===== config.mk =====
export PLATFORM = sky130hd
export DESIGN_NAME = replay_store
export DESIGN_NICKNAME = d
export VERILOG_FILES = /design/src/rtl/replay_pkg.sv /design/src/rtl/replay_ram.sv /design/src/rtl/replay_store.sv
export SDC_FILE = /design/constraint.sdc
export NUM_CORES = 1
export LEC_CHECK = 0
export ABC_AREA = 0
export CORE_UTILIZATION = 60
export DETAILED_ROUTE_END_ITERATION = 7
export DONT_BUFFER_PORTS = 1
export GPL_ROUTABILITY_DRIVEN = 0
export PLACE_DENSITY = 0.74
export SLEW_MARGIN = 20
export SYNTH_ARGS = -nofsm -noshare
export SYNTH_HDL_FRONTEND = slang
export SYNTH_SLANG_ARGS = --single-unit
export TNS_END_PERCENT = 1

===== constraint.sdc =====
create_clock -name clk -period 21 [get_ports clk]
set_clock_uncertainty 0.2 [all_clocks]
set_input_delay 4.2 -clock clk [delete_from_list [all_inputs] [get_ports clk]]
set_output_delay 4.2 -clock clk [all_outputs]
set_load 0.01 [all_outputs]

===== src/rtl/replay_pkg.sv =====
// rtl/replay_pkg.sv - shared types and constants for the replay store
package replay_pkg;

    localparam int SEQ_W = 12;

    localparam logic [1:0] ACKNAK_NONE = 2'b00;
    localparam logic [1:0] ACKNAK_ACK  = 2'b01;
    localparam logic [1:0] ACKNAK_NAK  = 2'b10;

    typedef enum logic {
        IDLE   = 1'b0,
        REPLAY = 1'b1
    } state_t;

endpackage


===== src/rtl/replay_ram.sv =====
// rtl/replay_ram.sv - simple dual-port memory, synchronous write, registered read
//
// Ports:
//   clk, rst_n           clock, asynchronous active-low reset (read register only)
//   we_i, waddr_i, wdata_i  write port
//   re_i, raddr_i        read port; rdata_o updates only when re_i is high
//   rdata_o              registered read data
module replay_ram #(
    parameter int WIDTH = 44,
    parameter int DEPTH = 16,
    parameter int AW    = $clog2(DEPTH)
) (
    input  logic             clk,
    input  logic             rst_n,
    input  logic             we_i,
    input  logic [AW-1:0]    waddr_i,
    input  logic [WIDTH-1:0] wdata_i,
    input  logic             re_i,
    input  logic [AW-1:0]    raddr_i,
    output logic [WIDTH-1:0] rdata_o
);

    logic [WIDTH-1:0] mem [DEPTH];
    logic [WIDTH-1:0] rdata_q;

    always_ff @(posedge clk) begin
        if (we_i) begin
            mem[waddr_i] <= wdata_i;
        end
    end

    // Read register holds its value while re_i is low so the replay output
    // stays stable during downstream back-pressure.
    always_ff @(posedge clk or negedge rst_n) begin
        if (!rst_n) begin
            rdata_q <= '0;
        end else if (re_i) begin
            rdata_q <= mem[raddr_i];
        end
    end

    assign rdata_o = rdata_q;

endmodule


===== src/rtl/replay_store.sv =====
// rtl/replay_store.sv - TLP replay buffer with ACK/NAK purge and replay streaming
//
// Optional feature macro: REPLAY_NUM_EN (replay counter and retrain output).
//
// Ports:
//   clk, reset_n      clock, asynchronous active-low reset
//   clr               synchronous clear, overrides everything
//   we, din           write strobe and word to store (accepted when rdy)
//   acknak, ack_seq   01=ACK, 10=NAK with the acknowledged sequence number
//   to                replay timeout strobe
//   tx_ready          downstream accepts the replay word
//   tx_valid, tx_data, tx_seq  replay stream
//   busy_n            low while replaying
//   rdy               write accepted this cycle
//   full, empty       occupancy flags
//   next_seq          sequence number of the next write
//   retrain           (REPLAY_NUM_EN only) one-cycle pulse on 4th fruitless replay
module replay_store
    import replay_pkg::*;
#(
    parameter int DATA_W = 32,
    parameter int DEPTH  = 16
) (
    input  logic              clk,
    input  logic              reset_n,
    input  logic              clr,
    input  logic              we,
    input  logic [DATA_W-1:0] din,
    input  logic [1:0]        acknak,
    input  logic [SEQ_W-1:0]  ack_seq,
    input  logic              to,
    input  logic              tx_ready,
    output logic              tx_valid,
    output logic [DATA_W-1:0] tx_data,
    output logic [SEQ_W-1:0]  tx_seq,
    output logic              busy_n,
    output logic              rdy,
    output logic              full,
    output logic              empty,
    output logic [SEQ_W-1:0]  next_seq
`ifdef REPLAY_NUM_EN
    ,
    output logic              retrain
`endif
);

    localparam int PTR_W = $clog2(DEPTH);
    localparam int CNT_W = PTR_W + 1;
    localparam int CMP_W = SEQ_W + 1;
    localparam int WORD_W = DATA_W + SEQ_W;

    state_t             state_q, state_d;
    logic [PTR_W-1:0]   wr_ptr_q, wr_ptr_d;
    logic [PTR_W-1:0]   rd_ptr_q, rd_ptr_d;
    logic [CNT_W-1:0]   count_q, count_d;
    logic [SEQ_W-1:0]   next_seq_q, next_seq_d;
    logic [PTR_W-1:0]   fp_q, fp_d;      // next replay fetch address
    logic [CNT_W-1:0]   lf_q, lf_d;      // replay words still to fetch
    logic               tx_valid_q, tx_valid_d;

    logic               ram_we;
    logic               ram_re;
    logic [WORD_W-1:0]  ram_rdata;

    logic [SEQ_W-1:0]   oldest_seq;
    logic [SEQ_W-1:0]   ack_n;
    logic               purge;
    logic               wr_ok;
    logic               enter;

    // Stored sequence numbers are always consecutive, so the oldest one is
    // derived from next_seq and the occupancy instead of being read back.
    assign oldest_seq = next_seq_q - SEQ_W'(count_q);
    assign ack_n      = ack_seq - oldest_seq + SEQ_W'(1);
    assign purge      = (acknak == ACKNAK_ACK || acknak == ACKNAK_NAK) &&
                        (count_q != '0) && (ack_n != '0) &&
                        ({1'b0, ack_n} <= CMP_W'(count_q));

    assign full     = (count_q == CNT_W'(DEPTH));
    assign empty    = (count_q == '0);
    assign busy_n   = (state_q == IDLE);
    assign rdy      = !full && busy_n;
    assign wr_ok    = we && rdy;
    assign tx_valid = tx_valid_q;
    assign tx_data  = ram_rdata[WORD_W-1:SEQ_W];
    assign tx_seq   = ram_rdata[SEQ_W-1:0];
    assign next_seq = next_seq_q;

    replay_ram #(
        .WIDTH (WORD_W),
        .DEPTH (DEPTH),
        .AW    (PTR_W)
    ) u_ram (
        .clk     (clk),
        .rst_n   (reset_n),
        .we_i    (ram_we),
        .waddr_i (wr_ptr_q),
        .wdata_i ({din, next_seq_q}),
        .re_i    (ram_re),
        .raddr_i (fp_q),
        .rdata_o (ram_rdata)
    );

    always_comb begin
        state_d    = state_q;
        wr_ptr_d   = wr_ptr_q;
        rd_ptr_d   = rd_ptr_q;
        count_d    = count_q;
        next_seq_d = next_seq_q;
        fp_d       = fp_q;
        lf_d       = lf_q;
        tx_valid_d = tx_valid_q;
        ram_we     = 1'b0;
        ram_re     = 1'b0;
        enter      = 1'b0;

        if (clr) begin
            state_d    = IDLE;
            wr_ptr_d   = '0;
            rd_ptr_d   = '0;
            count_d    = '0;
            next_seq_d = '0;
            fp_d       = '0;
            lf_d       = '0;
            tx_valid_d = 1'b0;
        end else if (state_q == IDLE) begin
            if (wr_ok) begin
                ram_we     = 1'b1;
                wr_ptr_d   = wr_ptr_q + PTR_W'(1);
                next_seq_d = next_seq_q + SEQ_W'(1);
            end
            // rdy was taken from the pre-purge count, so a full buffer still
            // drops a write that arrives with an ACK.
            count_d = count_q + CNT_W'(wr_ok) - (purge ? CNT_W'(ack_n) : CNT_W'(0));
            if (purge) begin
                rd_ptr_d = rd_ptr_q + PTR_W'(ack_n);
            end
            // NAK wins over a simultaneous timeout.
            if (acknak == ACKNAK_NAK) begin
                enter = (count_d != '0);
            end else begin
                enter = to && !empty;
            end
            if (enter) begin
                state_d = REPLAY;
                fp_d    = rd_ptr_d;
                lf_d    = count_d;
            end
        end else begin
            // Fetch the next word whenever the output slot is free or being
            // consumed; finish once the last fetched word is accepted.
            if ((!tx_valid_q || tx_ready) && lf_q != '0) begin
                ram_re     = 1'b1;
                fp_d       = fp_q + PTR_W'(1);
                lf_d       = lf_q - CNT_W'(1);
                tx_valid_d = 1'b1;
            end else if (tx_valid_q && tx_ready) begin
                tx_valid_d = 1'b0;
                state_d    = IDLE;
            end
        end
    end

    always_ff @(posedge clk or negedge reset_n) begin
        if (!reset_n) begin
            state_q    <= IDLE;
            wr_ptr_q   <= '0;
            rd_ptr_q   <= '0;
            count_q    <= '0;
            next_seq_q <= '0;
            fp_q       <= '0;
            lf_q       <= '0;
            tx_valid_q <= 1'b0;
        end else begin
            state_q    <= state_d;
            wr_ptr_q   <= wr_ptr_d;
            rd_ptr_q   <= rd_ptr_d;
            count_q    <= count_d;
            next_seq_q <= next_seq_d;
            fp_q       <= fp_d;
            lf_q       <= lf_d;
            tx_valid_q <= tx_valid_d;
        end
    end

`ifdef REPLAY_NUM_EN
    logic [1:0] rnum_q, rnum_d;
    logic [1:0] rnum_base;
    logic       retrain_q, retrain_d;

    // Any purge counts as progress and restarts the fruitless-replay count.
    always_comb begin
        rnum_base = (purge && state_q == IDLE) ? 2'd0 : rnum_q;
        rnum_d    = rnum_base;
        retrain_d = 1'b0;
        if (clr) begin
            rnum_d = 2'd0;
        end else if (enter) begin
            if (rnum_base == 2'd3) begin
                retrain_d = 1'b1;
                rnum_d    = 2'd0;
            end else begin
                rnum_d = rnum_base + 2'd1;
            end
        end
    end

    always_ff @(posedge clk or negedge reset_n) begin
        if (!reset_n) begin
            rnum_q    <= 2'd0;
            retrain_q <= 1'b0;
        end else begin
            rnum_q    <= rnum_d;
            retrain_q <= retrain_d;
        end
    end

    assign retrain = retrain_q;
`endif

endmodule


After elaboration in Yosys (flattened, before gate mapping)
Memory sizes are Yosys's and may differ from the RTL's. A register that Yosys moved wholly into a read port is not among the register bits.
Index checks and enable logic that the tools add are counted.
{"block": "op_classes", "add_sub_neg": 10, "order_cmp": 1, "eq_ne": 5, "n_mux": 40, "bitwise_logic": 1, "n_reduce_logical": 26}
{"cell": "2-to-1 mux 4 bit", "n": 10}
{"cell": "2-to-1 mux 12 bit", "n": 3}
{"cell": "2-to-1 mux 5 bit", "n": 7}
{"cell": "adder 12 x 1 -> 12 bit (second input constant)", "n": 2}
{"cell": "2-to-1 mux 1 bit", "n": 20}
{"cell": "nonzero test 5 bit", "n": 3}
{"cell": "less-or-equal comparator 12 x 5 -> 1 bit", "n": 1}
{"cell": "nonzero test 12 bit", "n": 1}
{"cell": "subtractor 12 bit", "n": 1}
{"cell": "subtractor 12 x 5 -> 12 bit", "n": 1}
{"cell": "adder 4 x 1 -> 4 bit (second input constant)", "n": 2}
{"cell": "logical AND 1 bit", "n": 8}
{"cell": "AND reduction 2 bit", "n": 3}
{"cell": "nonzero test 3 bit", "n": 2}
{"cell": "adder 5 x 1 -> 5 bit", "n": 1}
{"cell": "equality test 5 bit (second input constant)", "n": 1}
{"cell": "logical NOT 5 bit", "n": 1}
{"cell": "subtractor 5 x 1 -> 5 bit (second input constant)", "n": 1}
{"cell": "subtractor 5 bit", "n": 1}
{"cell": "adder 4 bit", "n": 1}
{"cell": "logical NOT 1 bit", "n": 4}
{"cell": "nonzero test 2 bit", "n": 2}
{"cell": "inequality test 3 x 2 -> 1 bit (second input constant)", "n": 1}
{"cell": "equality test 2 x 1 -> 1 bit (second input constant)", "n": 1}
{"cell": "4 further kinds", "n": 5}
{"block": "word_totals", "register_bits": 36, "ram_bits": 704, "elab_cells": 92, "mem_count": 1}
{"name": "u_ram.mem", "depth": 16, "width": 44, "rd": 1, "rd_clocked_by_memory_dff": 1, "write_ports": 1, "line_no": "replay_ram.sv:23", "rtl": "logic [WIDTH-1:0] mem [DEPTH];"}

Logic depth before layout (Yosys ltp)
{"block": "logic_depth", "depth_word": 15, "depth_mapped": 27}

Cells and area by module
Synthesis repeated with hierarchy kept, for this count alone.
{"block": "hier_totals", "hier_cells": 1583, "hier_area_um2": 31904.3}
{"mod": "replay_ram", "instances": 1, "cells_per_inst": 1196, "area_each_um2": 28566.1}
{"mod": "replay_store", "instances": 1, "cells_per_inst": 387, "area_each_um2": 3338.2}

Least setup slack after synthesis
Ideal clock, no wire load.
{"block": "synth_timing", "path_type": "input to register", "startpoint": "in ack_seq[2]", "endpoint": "reg fp_q[0]", "t_arrival_ns": 10.100, "t_required_ns": 20.675, "setup_slack_ns": 10.576, "stages": 24, "path_buffers": 0, "cell_sequence": "inv_1 -> fa_1 -> inv_1 -> ha_1 -> a211oi_1 -> nor2_1 -> xor2_1 -> ha_1 -> a211oi_1 -> o31a_1 -> o32ai_1 -> or4_4 -> nor4b_4 -> and2_2 -> ha_1 -> inv_1 -> ha_1 -> inv_1 -> fa_1 -> xnor2_1 -> or3_1 -> or4b_1 -> o211ai_2 -> mux2_2"}
{"block": "synth_via", "elab_chain_cells": 13, "elab_cells_between_ends": 18}
{"element": "start, declared", "line_no": "replay_store.sv:30", "rtl": "input logic [SEQ_W-1:0] ack_seq,"}
{"element": "subtractor 12 bit *", "line_no": "replay_store.sv:74", "rtl": "assign ack_n = ack_seq - oldest_seq + SEQ_W'(1);"}
{"element": "adder 12 x 1 -> 12 bit *", "line_no": "replay_store.sv:74"}
{"element": "parallel branches: the longest is 11 deep, another holds less-or-equal comparator 12 x 5 -> 1 bit"}
{"element": "end signal, assigned", "line_no": "replay_store.sv:180", "rtl": "fp_q <= fp_d;"}
{"element": "end, declared", "line_no": "replay_store.sv:57", "rtl": "logic [PTR_W-1:0] fp_q, fp_d;"}
Every way passes the cells marked *. The select of a mux whose other input is x is not followed.
A chain may end at the register's enable or synchronous reset.

Worst setup path in the final report
{"block": "layout_timing", "startpoint": "in ack_seq[0]", "endpoint": "reg fp_q[1]"}
Same word-level chain as after synthesis.

==> flow_summary.json <==
{
  "outcome": "complete, no violations",
  "cp.arrival_ns": 10.78,
  "hpwl_um": 36000,
  "synth_seq_area_share_pct": 72.5,
  "yosysMostFrequentCell": "edfxtp_1",
  "r2r_setup_slack_ns": 13.30,
  "dominantRegCellSynth": "edfxtp_1",
  "cp-end-kind": "register",
  "cts.sinks": 784,
  "cts_root_buffer": "clkbuf_16",
  "synth.net_count": 1987,
  "critPathKind": "in2reg",
  "drv_cap": 0,
  "powerDensity_mw_per_mm2": 114,
  "worstRegToRegCells": 23,
  "port_buffers": 0,
  "crit_path_start": "ack_seq[0]",
  "cts_tree": "built",
  "path_cells": "inv_1, fa_1, inv_1, ha_1, a211oi_1, nor2_1, xor2_1, ha_1, a211oi_1, o31a_1, o32ai_1, or4_4, nor4b_4, and2_2, ha_1, inv_1, ha_1, inv_1, fa_1, xnor2_1, or3_1, or4b_1, o211ai_2, mux2_2",
  "fin_setup_tns_ns": 0,
  "synth_fa_ha_area_share_pct": 2.16,
  "peakVddDrop_mv": 0.0907,
  "antenna_found_initial": 0,
  "synthSimpleGateAreaFrac_pct": 4.11,
  "initial_utilization_pct": 60.7,
  "fmaxAchievable_ghz": 0.0953,
  "gr-max-usage-layer": "met2",
  "die_area_mm2": 0.0541,
  "ys_warn_count": 0,
  "synth_cells": 1884,
  "synth-edff-count": 704,
  "io_pins": 113,
  "synth_top_family_by_area": "multiplexers",
  "grt_max_degree": 106,
  "finalHoldViolations": 0,
  "tightest_slew_ns": 1.05,
  "clock_path_buffers": 3,
  "synth-xor-area-share_pct": 0.823,
  "firstDrtPassIters": 5,
  "grtUsageMet1_pct": 35.9,
  "grt_pass1_wl_um": 104000,
  "synth_top_cell_area_share_pct": 66.3,
  "cpPeakStageDelay_ns": 0.61,
  "timing.final.crit_share_pct": 50.0,
  "drive_gt1_share_pct": 15.4,
  "drc": 0,
  "slew_headroom_pct": 29.8,
  "r2r-end": "fp_q[1]",
  "numCtsBuffers": 76,
  "syn_area_mm2": 0.0319,
  "clk-insertion-delay-late_ns": 0.60,
  "utilization_pct": 66.8,
  "grt_setup_unrepaired": "false",
  "synthTopCellsByCount": "edfxtp_1, nand2_1, mux2i_1",
  "crit_path_top_delay_cell": "nor4b_4",
  "min_path_type": "reg2reg",
  "min_from": "rd_ptr_q[0]",
  "min_period_ns": 10.49,
  "clk_pin_slew_ns": 0.06,
  "setup_viol": 0,
  "final_nets": 1994,
  "cp-endpoint": "fp_q[1]",
  "met3_usage_pct": 5.44,
  "avgRoutedWirePerCell_um": 26.4,
  "rows": 84,
  "grt_overflow": 0,
  "viasPerCell": 6.48,
  "fill_cells": 3427,
  "use_met2_pct": 42.5,
  "start_kind": "primary input",
  "syn_avg_cell_area_um2": 16.9,
  "fp.dieH_um": 233,
  "post_cts_buffers": 0,
  "cts.repair.resized": 0,
  "crit_cells": 24,
  "synth_area_leaders": "edfxtp_1, dfrtp_1, mux4_2",
  "syn_to_final_growth_pct": 10.1,
  "multi_input_area_mm2": 0.00832,
  "path_max_fanout": 10,
  "drtIter0Drc": 1665,
  "coreArea_mm2": 0.0526,
  "ys_seq_elements": 784,
  "holdPathStages": 2,
  "muxShareOfSynthArea_pct": 12.2,
  "num_antenna_cells": 0,
  "final-seq-area_mm2": 0.0232,
  "die_w_um": 233,
  "vias": 17100,
  "synth_compound_area_share_pct": 6.36,
  "final_max_slew_viol_count": 0,
  "drt.antenna.violating_nets": 0,
  "reg2reg_from": "next_seq[1]",
  "async_reset_ff_share_pct": 10.2,
  "ctsHtreeMaxLevel": 3,
  "synthDistinctLibCells": 66,
  "hold_buffers": 0,
  "cp_top_family": "simple AND/OR/NAND/NOR gates",
  "totalWireLength_um": 69500,
  "p_leak_nw": 11.3,
  "cp_num_buf_inv": 4,
  "critPathRequiredTime_ns": 21.28,
  "yosysTopAreaCell": "edfxtp_1",
  "grt_pass1_vias": 17300,
  "grtUsageTotal_pct": 26.2
}
## metal layers
layer / up-vias / routed length (um)
met3: 114 / 5900
met1: 8784 / 28000
met2: 733 / 34200
met5: - / 0
met4: 0 / 1470
li1: 7445 / -
## where the power goes
part           leakage [nW]  internal (mW)  total [mW]  switching, mW
Sequential             7.37           1.78        1.88         0.0971
Combinational          2.75          0.364       0.828          0.464
Clock                  1.16          0.756        1.31          0.550
## worst min-delay path, delay by kind of cell, from the launching register on
family / cells / cell delay [ns]
DFF: 1 / 0.38
AOI/OAI and AO/OA: 1 / 0.06
and+or+nand+nor: 1 / 0.05
## cells in the final DEF (no fill, tap or decap), types with 3 or more instances in the layout
cell type | netlist | layout
o22ai_1 | 3 | 3
mux2_2 | 46 | 46
nor2_4 | 0 | 12
o221ai_1 | 88 | 88
clkinv_2 | 0 | 9
dfrtp_4 | 0 | 3
fa_1 | 7 | 7
buf_4 | 1 | 26
clkbuf_16 | 0 | 81
a211oi_1 | 6 | 6
xor2_1 | 17 | 17
a31oi_1 | 3 | 3
xnor2_1 | 13 | 13
clkinv_1 | 0 | 10
o211ai_1 | 6 | 6
o21ai_0 | 103 | 103
edfxtp_1 | 704 | 704
and3_2 | 1 | 5
nand2_1 | 171 | 169
bufinv_16 | 0 | 3
clkbuf_1 | 69 | 25
or3_1 | 7 | 7
ha_1 | 44 | 44
nor2_1 | 53 | 41
mux2i_1 | 139 | 139
a21o_1 | 9 | 9
nand4_1 | 8 | 8
nand2b_1 | 4 | 3
inv_1 | 49 | 49
clkbuf_8 | 0 | 4
nor4_1 | 3 | 3
dfrtp_1 | 80 | 76
nand3_1 | 6 | 6
a21oi_1 | 67 | 67
nand3b_1 | 5 | 5
mux4_2 | 88 | 88
and3_1 | 9 | 5
nor3_1 | 6 | 6
## through the flow
step | cells | total power, mW | worst slack (ns) | instance area (um2) | hold slack [ns]
floorplan | 1884 | 2.54 | 10.58 | 31900 | 0.277
global placement | 2501 | 2.71 | 10.18 | 32700 | 0.316
detailed placement | 2501 | 2.74 | 9.98 | 32700 | 0.321
CTS | 2637 | 4.03 | 10.58 | 35100 | 0.330
global route | 2637 | 4.17 | 10.28 | 35100 | 0.367
finish | 2637 | 4.01 | 10.51 | 35100 | 0.326
## worst min path at each step
| stage | slack [ns] | to |
|---|---|---|
| after floorplan | 0.28 | rd_ptr_q[0] |
| after global routing | 0.37 | rd_ptr_q[0] |
| after CTS | 0.33 | rd_ptr_q[0] |
| final | 0.33 | rd_ptr_q[0] |
| after detailed placement | 0.32 | rd_ptr_q[0] |
| after global placement | 0.32 | rd_ptr_q[0] |
## registers in the layout (all words and copies together) (netlist names)
register	cells
count_q	5
fp_q	4
lf_q	5
next_seq	12
rd_ptr_q	4
state_q	1
tx_valid	1
u_ram.mem	704
u_ram.rdata_o	44
wr_ptr_q	4
## layout make-up
cell class	instances	share of cell area, %
Clock buffer	110	6.20
Tap cell	688	2.45
Timing Repair Buffer	27	0.613
Inverter	49	0.524
Sequential cell	784	65.9
Clock inverter	26	0.584
Multi-Input combinational cell	953	23.7
## cell families (layout without fill, tap and decap cells)
kind of cell               Yosys count  count (layout)
AOI/OAI and AO/OA                  307             307
xor gates and xnor gates            30              30
adders and majority gates           51              51
buffers and inverters              147             212
DFF                                784             784
muxes                              274             274
and+or+nand+nor                    291             291
No activity file was read; power rests on OpenSTA's default activity.
